<file path="config.mk">
export PLATFORM = sky130hd
export DESIGN_NAME = uart_rx_oversampler_flat
export DESIGN_NICKNAME = d
export VERILOG_FILES = /design/src/rtl/uart_pkg.sv /design/src/rtl/uart_rx_oversampler_if.sv /design/src/rtl/uart_baud_tick.sv /design/src/rtl/uart_rx_oversampler.sv /design/src/flat_wrapper.sv
export SDC_FILE = /design/constraint.sdc
export NUM_CORES = 1
export LEC_CHECK = 0
export CAP_MARGIN = 40
export CORE_UTILIZATION = 25
export DETAILED_ROUTE_END_ITERATION = 10
export DONT_BUFFER_PORTS = 1
export PLACE_DENSITY = 0.5
export SLEW_MARGIN = 40
export SYNTH_ARGS = -nofsm -noshare
export SYNTH_HDL_FRONTEND = slang
export SYNTH_SLANG_ARGS = --single-unit
</file>
<file path="constraint.sdc">
create_clock -name Clock_100MHz -period 1.9 [get_ports Clock_100MHz]
set_clock_uncertainty 0.05 [all_clocks]
set_input_delay 0.38 -clock Clock_100MHz [delete_from_list [all_inputs] [get_ports Clock_100MHz]]
set_output_delay 0.38 -clock Clock_100MHz [all_outputs]
set_load 0.01 [all_outputs]
</file>
<file path="src/rtl/uart_pkg.sv">
// Shared UART definitions: FSM state codes, frame constants and the baud
// divisor helper used by both the receiver and the transmitter.
package uart_pkg;

  localparam int unsigned UART_DATA_BITS  = 8;
  localparam int unsigned UART_OVERSAMPLE = 16;

  // Receiver FSM state encoding
  localparam logic [2:0] IDLE  = 3'd0;
  localparam logic [2:0] START = 3'd1;
  localparam logic [2:0] DATA  = 3'd2;
  localparam logic [2:0] STOP  = 3'd3;
  localparam logic [2:0] BREAK = 3'd4;

  // Clocks per sample tick (truncated), never below 1
  function automatic int unsigned clk_div(input int unsigned clk_hz,
                                          input int unsigned baud,
                                          input int unsigned os);
    int unsigned div;
    div = clk_hz / (baud * os);
    return (div == 0) ? 1 : div;
  endfunction

endpackage

</file>
<file path="src/rtl/uart_rx_oversampler_if.sv">
// Receiver-side signal bundle: serial line in, byte and status strobes out.
// master = the receiver, slave = the line driver / byte consumer.
interface uart_rx_if;
  logic       TXD;
  logic [7:0] RX_data;
  logic       RX_valid;
  logic       RX_frame_error;
  logic       RX_busy;

  modport master (
    input  TXD,
    output RX_data,
    output RX_valid,
    output RX_frame_error,
    output RX_busy
  );

  modport slave (
    output TXD,
    input  RX_data,
    input  RX_valid,
    input  RX_frame_error,
    input  RX_busy
  );
endinterface

</file>
<file path="src/rtl/uart_baud_tick.sv">
// Free-running sample-tick generator: one-clock tick every DIV clocks.
// Shared between the UART receiver and transmitter.
module uart_baud_tick #(
  parameter int unsigned DIV = 651
) (
  input  logic Clock_100MHz,
  input  logic Reset,
  output logic tick
);

  localparam int unsigned CW = (DIV > 1) ? $clog2(DIV) : 1;
  localparam logic [CW-1:0] CNT_LAST = CW'(DIV - 1);

  logic [CW-1:0] r_cnt;

  // Count 0..DIV-1 and wrap; only Reset clears it
  always_ff @(posedge Clock_100MHz) begin
    if (Reset) begin
      r_cnt <= '0;
    end else if (r_cnt == CNT_LAST) begin
      r_cnt <= '0;
    end else begin
      r_cnt <= r_cnt + 1'b1;
    end
  end

  assign tick = (r_cnt == CNT_LAST);

endmodule

</file>
<file path="src/rtl/uart_rx_oversampler.sv">
// 8N1 LSB-first UART receiver with 16x oversampling and one-cycle strobes.
// Optional macro UART_RX_MAJORITY_EN: 2-of-3 vote around mid-bit for the
// start check and every data/stop sample; otherwise a single sample is used.
module uart_rx_oversampler
  import uart_pkg::*;
#(
  parameter int unsigned CLK_FREQ_HZ = 100_000_000,
  parameter int unsigned BAUD_RATE   = 9600,
  parameter int unsigned OVERSAMPLE  = UART_OVERSAMPLE
) (
  input  logic     Clock_100MHz,
  input  logic     Reset,
  uart_rx_if.master rx
);

  localparam int unsigned TICK_DIV = clk_div(CLK_FREQ_HZ, BAUD_RATE, OVERSAMPLE);
  localparam int unsigned SW       = $clog2(OVERSAMPLE);
  localparam int unsigned BW       = $clog2(UART_DATA_BITS);

  localparam logic [SW-1:0] SMP_LAST = SW'(OVERSAMPLE - 1);
  localparam logic [SW-1:0] SMP_MID  = SW'(OVERSAMPLE / 2 - 1);
  localparam logic [BW-1:0] BIT_LAST = BW'(UART_DATA_BITS - 1);

  logic [1:0]                r_sync;
  logic [2:0]                r_state;
  logic [SW-1:0]             r_smp;
  logic [BW-1:0]             r_bitn;
  logic [UART_DATA_BITS-1:0] r_shreg;
  logic [UART_DATA_BITS-1:0] r_data;
  logic                      r_valid;
  logic                      r_ferr;

  logic                      w_tick;
  logic                      w_line_s;
  logic [2:0]                w_state_next;
  logic [SW-1:0]             w_smp_next;
  logic [BW-1:0]             w_bitn_next;
  logic [UART_DATA_BITS-1:0] w_shreg_next;
  logic                      w_valid_set;
  logic                      w_ferr_set;
  logic                      w_start_abort;
  logic                      w_start_go;
  logic                      w_data_chk;
  logic                      w_data_bit;
  logic                      w_stop_chk;
  logic                      w_stop_bit;

  uart_baud_tick #(
    .DIV (TICK_DIV)
  ) u_tick (
    .Clock_100MHz (Clock_100MHz),
    .Reset        (Reset),
    .tick         (w_tick)
  );

  // Two-flop synchronizer for the asynchronous line, idles high
  always_ff @(posedge Clock_100MHz) begin
    if (Reset) begin
      r_sync <= 2'b11;
    end else begin
      r_sync <= {r_sync[0], rx.TXD};
    end
  end

  assign w_line_s = r_sync[1];

`ifdef UART_RX_MAJORITY_EN
  localparam logic [SW-1:0] SMP_VLO = SW'(OVERSAMPLE / 2 - 2);
  localparam logic [SW-1:0] SMP_VHI = SW'(OVERSAMPLE / 2);

  logic [2:0] r_vote;
  logic       w_maj_now;
  logic       w_maj_reg;

  function automatic logic maj3(input logic a, input logic b, input logic c);
    return (a & b) | (a & c) | (b & c);
  endfunction

  // Shift in line samples inside the mid-bit window of START/DATA/STOP
  always_ff @(posedge Clock_100MHz) begin
    if (Reset) begin
      r_vote <= '0;
    end else if (w_tick && (r_state inside {START, DATA, STOP}) &&
                 (r_smp >= SMP_VLO) && (r_smp <= SMP_VHI)) begin
      r_vote <= {r_vote[1:0], w_line_s};
    end
  end

  // Vote including the sample being taken on the last window tick
  assign w_maj_now = maj3(r_vote[1], r_vote[0], w_line_s);
  // Vote over the completed window, used later in the bit
  assign w_maj_reg = maj3(r_vote[2], r_vote[1], r_vote[0]);

  // Counter stays bit-edge aligned: start is judged mid-bit but DATA
  // begins at the end of the start bit; STOP decides mid-bit to re-arm early
  assign w_start_abort = w_tick && (r_smp == SMP_VHI) && w_maj_now;
  assign w_start_go    = w_tick && (r_smp == SMP_LAST);
  assign w_data_chk    = w_tick && (r_smp == SMP_LAST);
  assign w_data_bit    = w_maj_reg;
  assign w_stop_chk    = w_tick && (r_smp == SMP_VHI);
  assign w_stop_bit    = w_maj_now;
`else
  // Counter restarts at mid-start, so SMP_LAST lands at each later bit's centre
  assign w_start_abort = w_tick && (r_smp == SMP_MID) && w_line_s;
  assign w_start_go    = w_tick && (r_smp == SMP_MID) && !w_line_s;
  assign w_data_chk    = w_tick && (r_smp == SMP_LAST);
  assign w_data_bit    = w_line_s;
  assign w_stop_chk    = w_tick && (r_smp == SMP_LAST);
  assign w_stop_bit    = w_line_s;
`endif

  // FSM state register
  always_ff @(posedge Clock_100MHz) begin
    if (Reset) begin
      r_state <= IDLE;
    end else begin
      r_state <= w_state_next;
    end
  end

  // FSM next-state logic
  always_comb begin
    w_state_next = r_state;
    case (r_state)
      IDLE:  if (w_tick && !w_line_s) w_state_next = START;
      START: begin
        if (w_start_abort) begin
          w_state_next = IDLE;
        end else if (w_start_go) begin
          w_state_next = DATA;
        end
      end
      DATA:  if (w_data_chk && (r_bitn == BIT_LAST)) w_state_next = STOP;
      STOP:  if (w_stop_chk) w_state_next = w_stop_bit ? IDLE : BREAK;
      // Wait for the line to return high so a held-low line cannot restart
      BREAK: if (w_tick && w_line_s) w_state_next = IDLE;
      default: w_state_next = IDLE;
    endcase
  end

  // FSM outputs: counter/shift-register updates and strobe requests
  always_comb begin
    w_smp_next   = r_smp;
    w_bitn_next  = r_bitn;
    w_shreg_next = r_shreg;
    w_valid_set  = 1'b0;
    w_ferr_set   = 1'b0;
    case (r_state)
      IDLE: w_smp_next = '0;
      START: begin
        if (w_tick) w_smp_next = w_start_go ? '0 : r_smp + 1'b1;
        if (w_start_go) w_bitn_next = '0;
      end
      DATA: begin
        if (w_tick) w_smp_next = r_smp + 1'b1;
        if (w_data_chk) begin
          w_shreg_next = {w_data_bit, r_shreg[UART_DATA_BITS-1:1]};
          w_bitn_next  = r_bitn + 1'b1;
        end
      end
      STOP: begin
        if (w_tick) w_smp_next = r_smp + 1'b1;
        if (w_stop_chk) begin
          w_valid_set = w_stop_bit;
          w_ferr_set  = !w_stop_bit;
        end
      end
      default: w_smp_next = '0;
    endcase
  end

  // Datapath and registered output strobes
  always_ff @(posedge Clock_100MHz) begin
    if (Reset) begin
      r_smp   <= '0;
      r_bitn  <= '0;
      r_shreg <= '0;
      r_data  <= '0;
      r_valid <= 1'b0;
      r_ferr  <= 1'b0;
    end else begin
      r_smp   <= w_smp_next;
      r_bitn  <= w_bitn_next;
      r_shreg <= w_shreg_next;
      r_valid <= w_valid_set;
      r_ferr  <= w_ferr_set;
      if (w_valid_set) r_data <= r_shreg;
    end
  end

  assign rx.RX_data        = r_data;
  assign rx.RX_valid       = r_valid;
  assign rx.RX_frame_error = r_ferr;
  assign rx.RX_busy        = (r_state != IDLE);

endmodule

</file>
<file path="src/flat_wrapper.sv">
// flat-port wrapper written by rule: the top's interface ports become plain ports
module uart_rx_oversampler_flat import uart_pkg::*;
#(
  parameter int unsigned CLK_FREQ_HZ = 100_000_000,
  parameter int unsigned BAUD_RATE   = 9600,
  parameter int unsigned OVERSAMPLE  = UART_OVERSAMPLE
)
  (Clock_100MHz, Reset, rx_TXD, rx_RX_data, rx_RX_valid, rx_RX_frame_error, rx_RX_busy);
  uart_rx_if rx_i ();
  input  logic Clock_100MHz;
  input  logic Reset;
  input wire logic [$bits(rx_i.TXD)-1:0] rx_TXD;
  output wire logic [$bits(rx_i.RX_data)-1:0] rx_RX_data;
  output wire logic [$bits(rx_i.RX_valid)-1:0] rx_RX_valid;
  output wire logic [$bits(rx_i.RX_frame_error)-1:0] rx_RX_frame_error;
  output wire logic [$bits(rx_i.RX_busy)-1:0] rx_RX_busy;
  assign rx_i.TXD = rx_TXD;
  assign rx_RX_data = rx_i.RX_data;
  assign rx_RX_valid = rx_i.RX_valid;
  assign rx_RX_frame_error = rx_i.RX_frame_error;
  assign rx_RX_busy = rx_i.RX_busy;
  uart_rx_oversampler #(.CLK_FREQ_HZ(CLK_FREQ_HZ), .BAUD_RATE(BAUD_RATE), .OVERSAMPLE(OVERSAMPLE)) u_core (.Clock_100MHz(Clock_100MHz), .Reset(Reset), .rx(rx_i));
endmodule
</file>
==> flow_metrics.env <==
export IMPL_outcome="complete, no violations"
export IMPL_grt_max_degree=32
export IMPL_area_delta_synth_final_pct=20.1
export IMPL_critPathArrivalTime_ns=1.99
export IMPL_ys_ff_latch=40
export IMPL_initial_core_util=0.260
export IMPL_synth_most_common_cell="dfxtp_1"
export IMPL_syn_inst=184
export IMPL_clock_power_share=0.448
export IMPL_yosysTopAreaCellShare=0.453
export IMPL_num_antenna_cells=0
export IMPL_fin_area_um2=2120
export IMPL_max_slew_worst_pin_slew_ns=0.403
export IMPL_fin_cells=298
export IMPL_worstHoldPathType="in2reg"
export IMPL_relSlewSlack=0.732
export IMPL_dpl_cell_count=289
export IMPL_antenna_found_initial=0
export IMPL_ys_seq_area_frac=0.453
export IMPL_fillers=703
export IMPL_ys_flop_type="dfxtp_1"
export IMPL_ant_nets=0
export IMPL_cts_clk_slew_worst_paths_ns=0.09
export IMPL_hold_end="u_core.r_bitn[1]"
export IMPL_overflow=0
export IMPL_insertion_delay_ns=0.29
export IMPL_seq_power_share=0.534
export IMPL_whs_ns=0.0954
export IMPL_worst_hold_path_num_cells=1
export IMPL_timing_fmax_mhz=551
export IMPL_track_usage=0.0978
export IMPL_syn_num_nets=192
export IMPL_die_width_um=86.1
export IMPL_cts_htree_levels=2
export IMPL_numCtsBuffers=5
export IMPL_grt_pass1_wl_um=5750
export IMPL_via_count=1306
export IMPL_leakage_nw=0.755
export IMPL_pin_count=14
export IMPL_p_sw_frac=0.210
export IMPL_grt_setup_unrepaired="yes"
export IMPL_layout_nets=209
export IMPL_drt_first_pass_iters=4
export IMPL_cts_sinks=40
export IMPL_reg2reg_depth=7
export IMPL_synth_top_cell_by_area="dfxtp_1"
export IMPL_synth_edf_count=0
export IMPL_syn_area_um2=1770
export IMPL_timing_rr_start="u_core.u_tick.r_cnt[0]"
export IMPL_setup_viol=0
export IMPL_core_um2=6790
export IMPL_p_int_w=0.00126
export IMPL_combPwrFrac=0.017
export IMPL_hold_viol=0
export IMPL_drv_slew=0
export IMPL_drtIter0Drc=74
export IMPL_cts_tree="built"
export IMPL_async_reset_ff_frac=0
export IMPL_synth_area_per_cell_um2=9.61
export IMPL_ys_warnings_count=0
export IMPL_power_density_nw_per_um2=749
export IMPL_clock_path_buffers=2
export IMPL_switching_power_w=0.000334
export IMPL_layout_drive_gt1_share=0.193
export IMPL_placed_area_um2=1990
export IMPL_worstPathMaxFanout=4
export IMPL_grt_pass1_vias=1235
export IMPL_drc_errors=0
export IMPL_period_minus_slack_ns=1.82
export IMPL_synth_cell_types=41
export IMPL_cts_root_buf="clkbuf_8"
export IMPL_peakVddDrop_v=0.000341
export IMPL_final_util=0.313
export IMPL_reg2reg_to="u_core.r_smp[3]"
export IMPL_viasPerCell=4.38
export IMPL_hold_start="Reset"
export IMPL_worstSetupPathType="reg2reg"
export IMPL_gp_congestion=0.738
export IMPL_die_area_um2=7410
export IMPL_portBuffers=0
export IMPL_critPathLaunchType="flip-flop"
export IMPL_synth_area_leaders="dfxtp_1, mux2i_1, nor2_1"
export IMPL_wl_per_cell_um=11.0
export IMPL_worstPathRequired_ns=2.08
export IMPL_worst_setup_path_end_kind="flip-flop"
export IMPL_dp_hpwl_um=2390
export IMPL_rrSetupSlack_ns=0.08
export IMPL_maxCapViolations=0
export IMPL_period_share=0.955
export IMPL_synth_common_cells="dfxtp_1, nor2_1, mux2i_1, nand2_1, clkbuf_1"
export IMPL_routed_wl_um=3270
export IMPL_num_rows=30
export IMPL_chipHeight_um=86.1
[worst max-delay path, stage by stage (launching register included)]
cell and delay [ns]:
dfxtp_1 0.32, inv_1 0.05, ha_1 0.13, and4bb_2 0.29, a311oi_4 0.10, or3_1 0.32
a2111o_1 0.38, a21oi_2 0.11
[layout make-up]
cell class / instances / area (um2) / area share
Clock buffer: 5 / 68.8 / 0.0324
Clock inverter: 3 / 46.3 / 0.0218
Inverter: 1 / 3.75 / 0.00177
Multi-Input combinational cell: 134 / 933 / 0.440
Sequential cell: 40 / 801 / 0.377
Tap cell: 96 / 120 / 0.0566
Timing Repair Buffer: 19 / 150 / 0.0707
[cells in the final DEF, fill, tap and decap left out, types with 4 or more instances in the layout]
cell type and count:
dfxtp_1 40, nor2_1 35, mux2i_1 18, buf_4 17, nand2_1 10, a21oi_1 7
nand3_1 5, xor2_1 5, ha_1 5, clkbuf_8 5, xnor2_1 4
[per-layer routing]
metal,GRT usage,part of all wire,up-vias
met2,0.144,0.44,13
met4,0.0409,0.016,0
met1,0.133,0.51,607
met3,0.0279,0.033,5
met5,0,0,-
li1,-,-,681
[state kept, by name, summed over array words and instances, names as in the netlist]
signal / cells
u_core.r_bitn: 3
u_core.r_shreg: 8
u_core.r_smp: 4
u_core.r_state: 3
u_core.r_sync: 2
u_core.rx.RX_data: 8
u_core.rx.RX_frame_error: 1
u_core.rx.RX_valid: 1
u_core.u_tick.r_cnt: 10
[stage by stage]
| stage | setup TNS (ns) | setup WS (ns) | power, W |
|---|---|---|---|
| floorplan | 0 | 0.0792 | 0.000893 |
| global placement | 0 | 0.105 | 0.000897 |
| detailed placement | 0 | 0.0830 | 0.000897 |
| CTS | 0 | 0.0541 | 0.00161 |
| global route | -0.0490 | -0.0224 | 0.00166 |
| finish | 0 | 0.0849 | 0.00159 |
[worst max path at each step]
stage                            from              endpoint  slack (ns)  depth (start not counted)
3_3_place_gp          u_core.r_smp[0]  u_core.rx.RX_data[0]        0.10                          7
5_1_grt        u_core.u_tick.r_cnt[0]     u_core.r_shreg[7]       -0.02                          8
6_report       u_core.u_tick.r_cnt[0]       u_core.r_smp[3]        0.08                          7
3_5_place_dp   u_core.u_tick.r_cnt[0]  u_core.rx.RX_data[2]        0.08                          8
2_1_floorplan  u_core.u_tick.r_cnt[0]       u_core.r_smp[3]        0.08                          7
4_1_cts        u_core.u_tick.r_cnt[0]       u_core.r_smp[3]        0.05                          7
[cells by family (layout without fill, tap and decap cells)]
kind of cell | after synthesis | in the layout | share of synthesized area
adder cells (fa/ha/maj) | 5 | 5 | 0.0354
AO/OA/AOI/OAI | 19 | 19 | 0.0871
flip-flops | 40 | 40 | 0.453
AND/OR/NAND/NOR | 83 | 83 | 0.256
XOR/XNOR | 9 | 9 | 0.0446
multiplexers | 18 | 18 | 0.102
buffers and inverters | 10 | 28 | 0.0219
[power groups by stage]
stage	Clock (W)	Combinational, W	Sequential [W]
2_1_floorplan	0	0.0000223	0.000870
3_3_place_gp	0	0.0000277	0.000869
3_5_place_dp	0	0.0000280	0.000869
4_1_cts	0.000734	0.0000281	0.000849
5_1_grt	0.000776	0.0000321	0.000851
6_report	0.000713	0.0000277	0.000849
[timing repair]
action | 4_1_cts | 5_1_grt
hold buffers | 0 | 0
setup endpoints to repair | 0 | 17
resized for setup | 0 | 3
setup buffers | 0 | 1
Note: power is estimated with default switching activity, not from simulation.
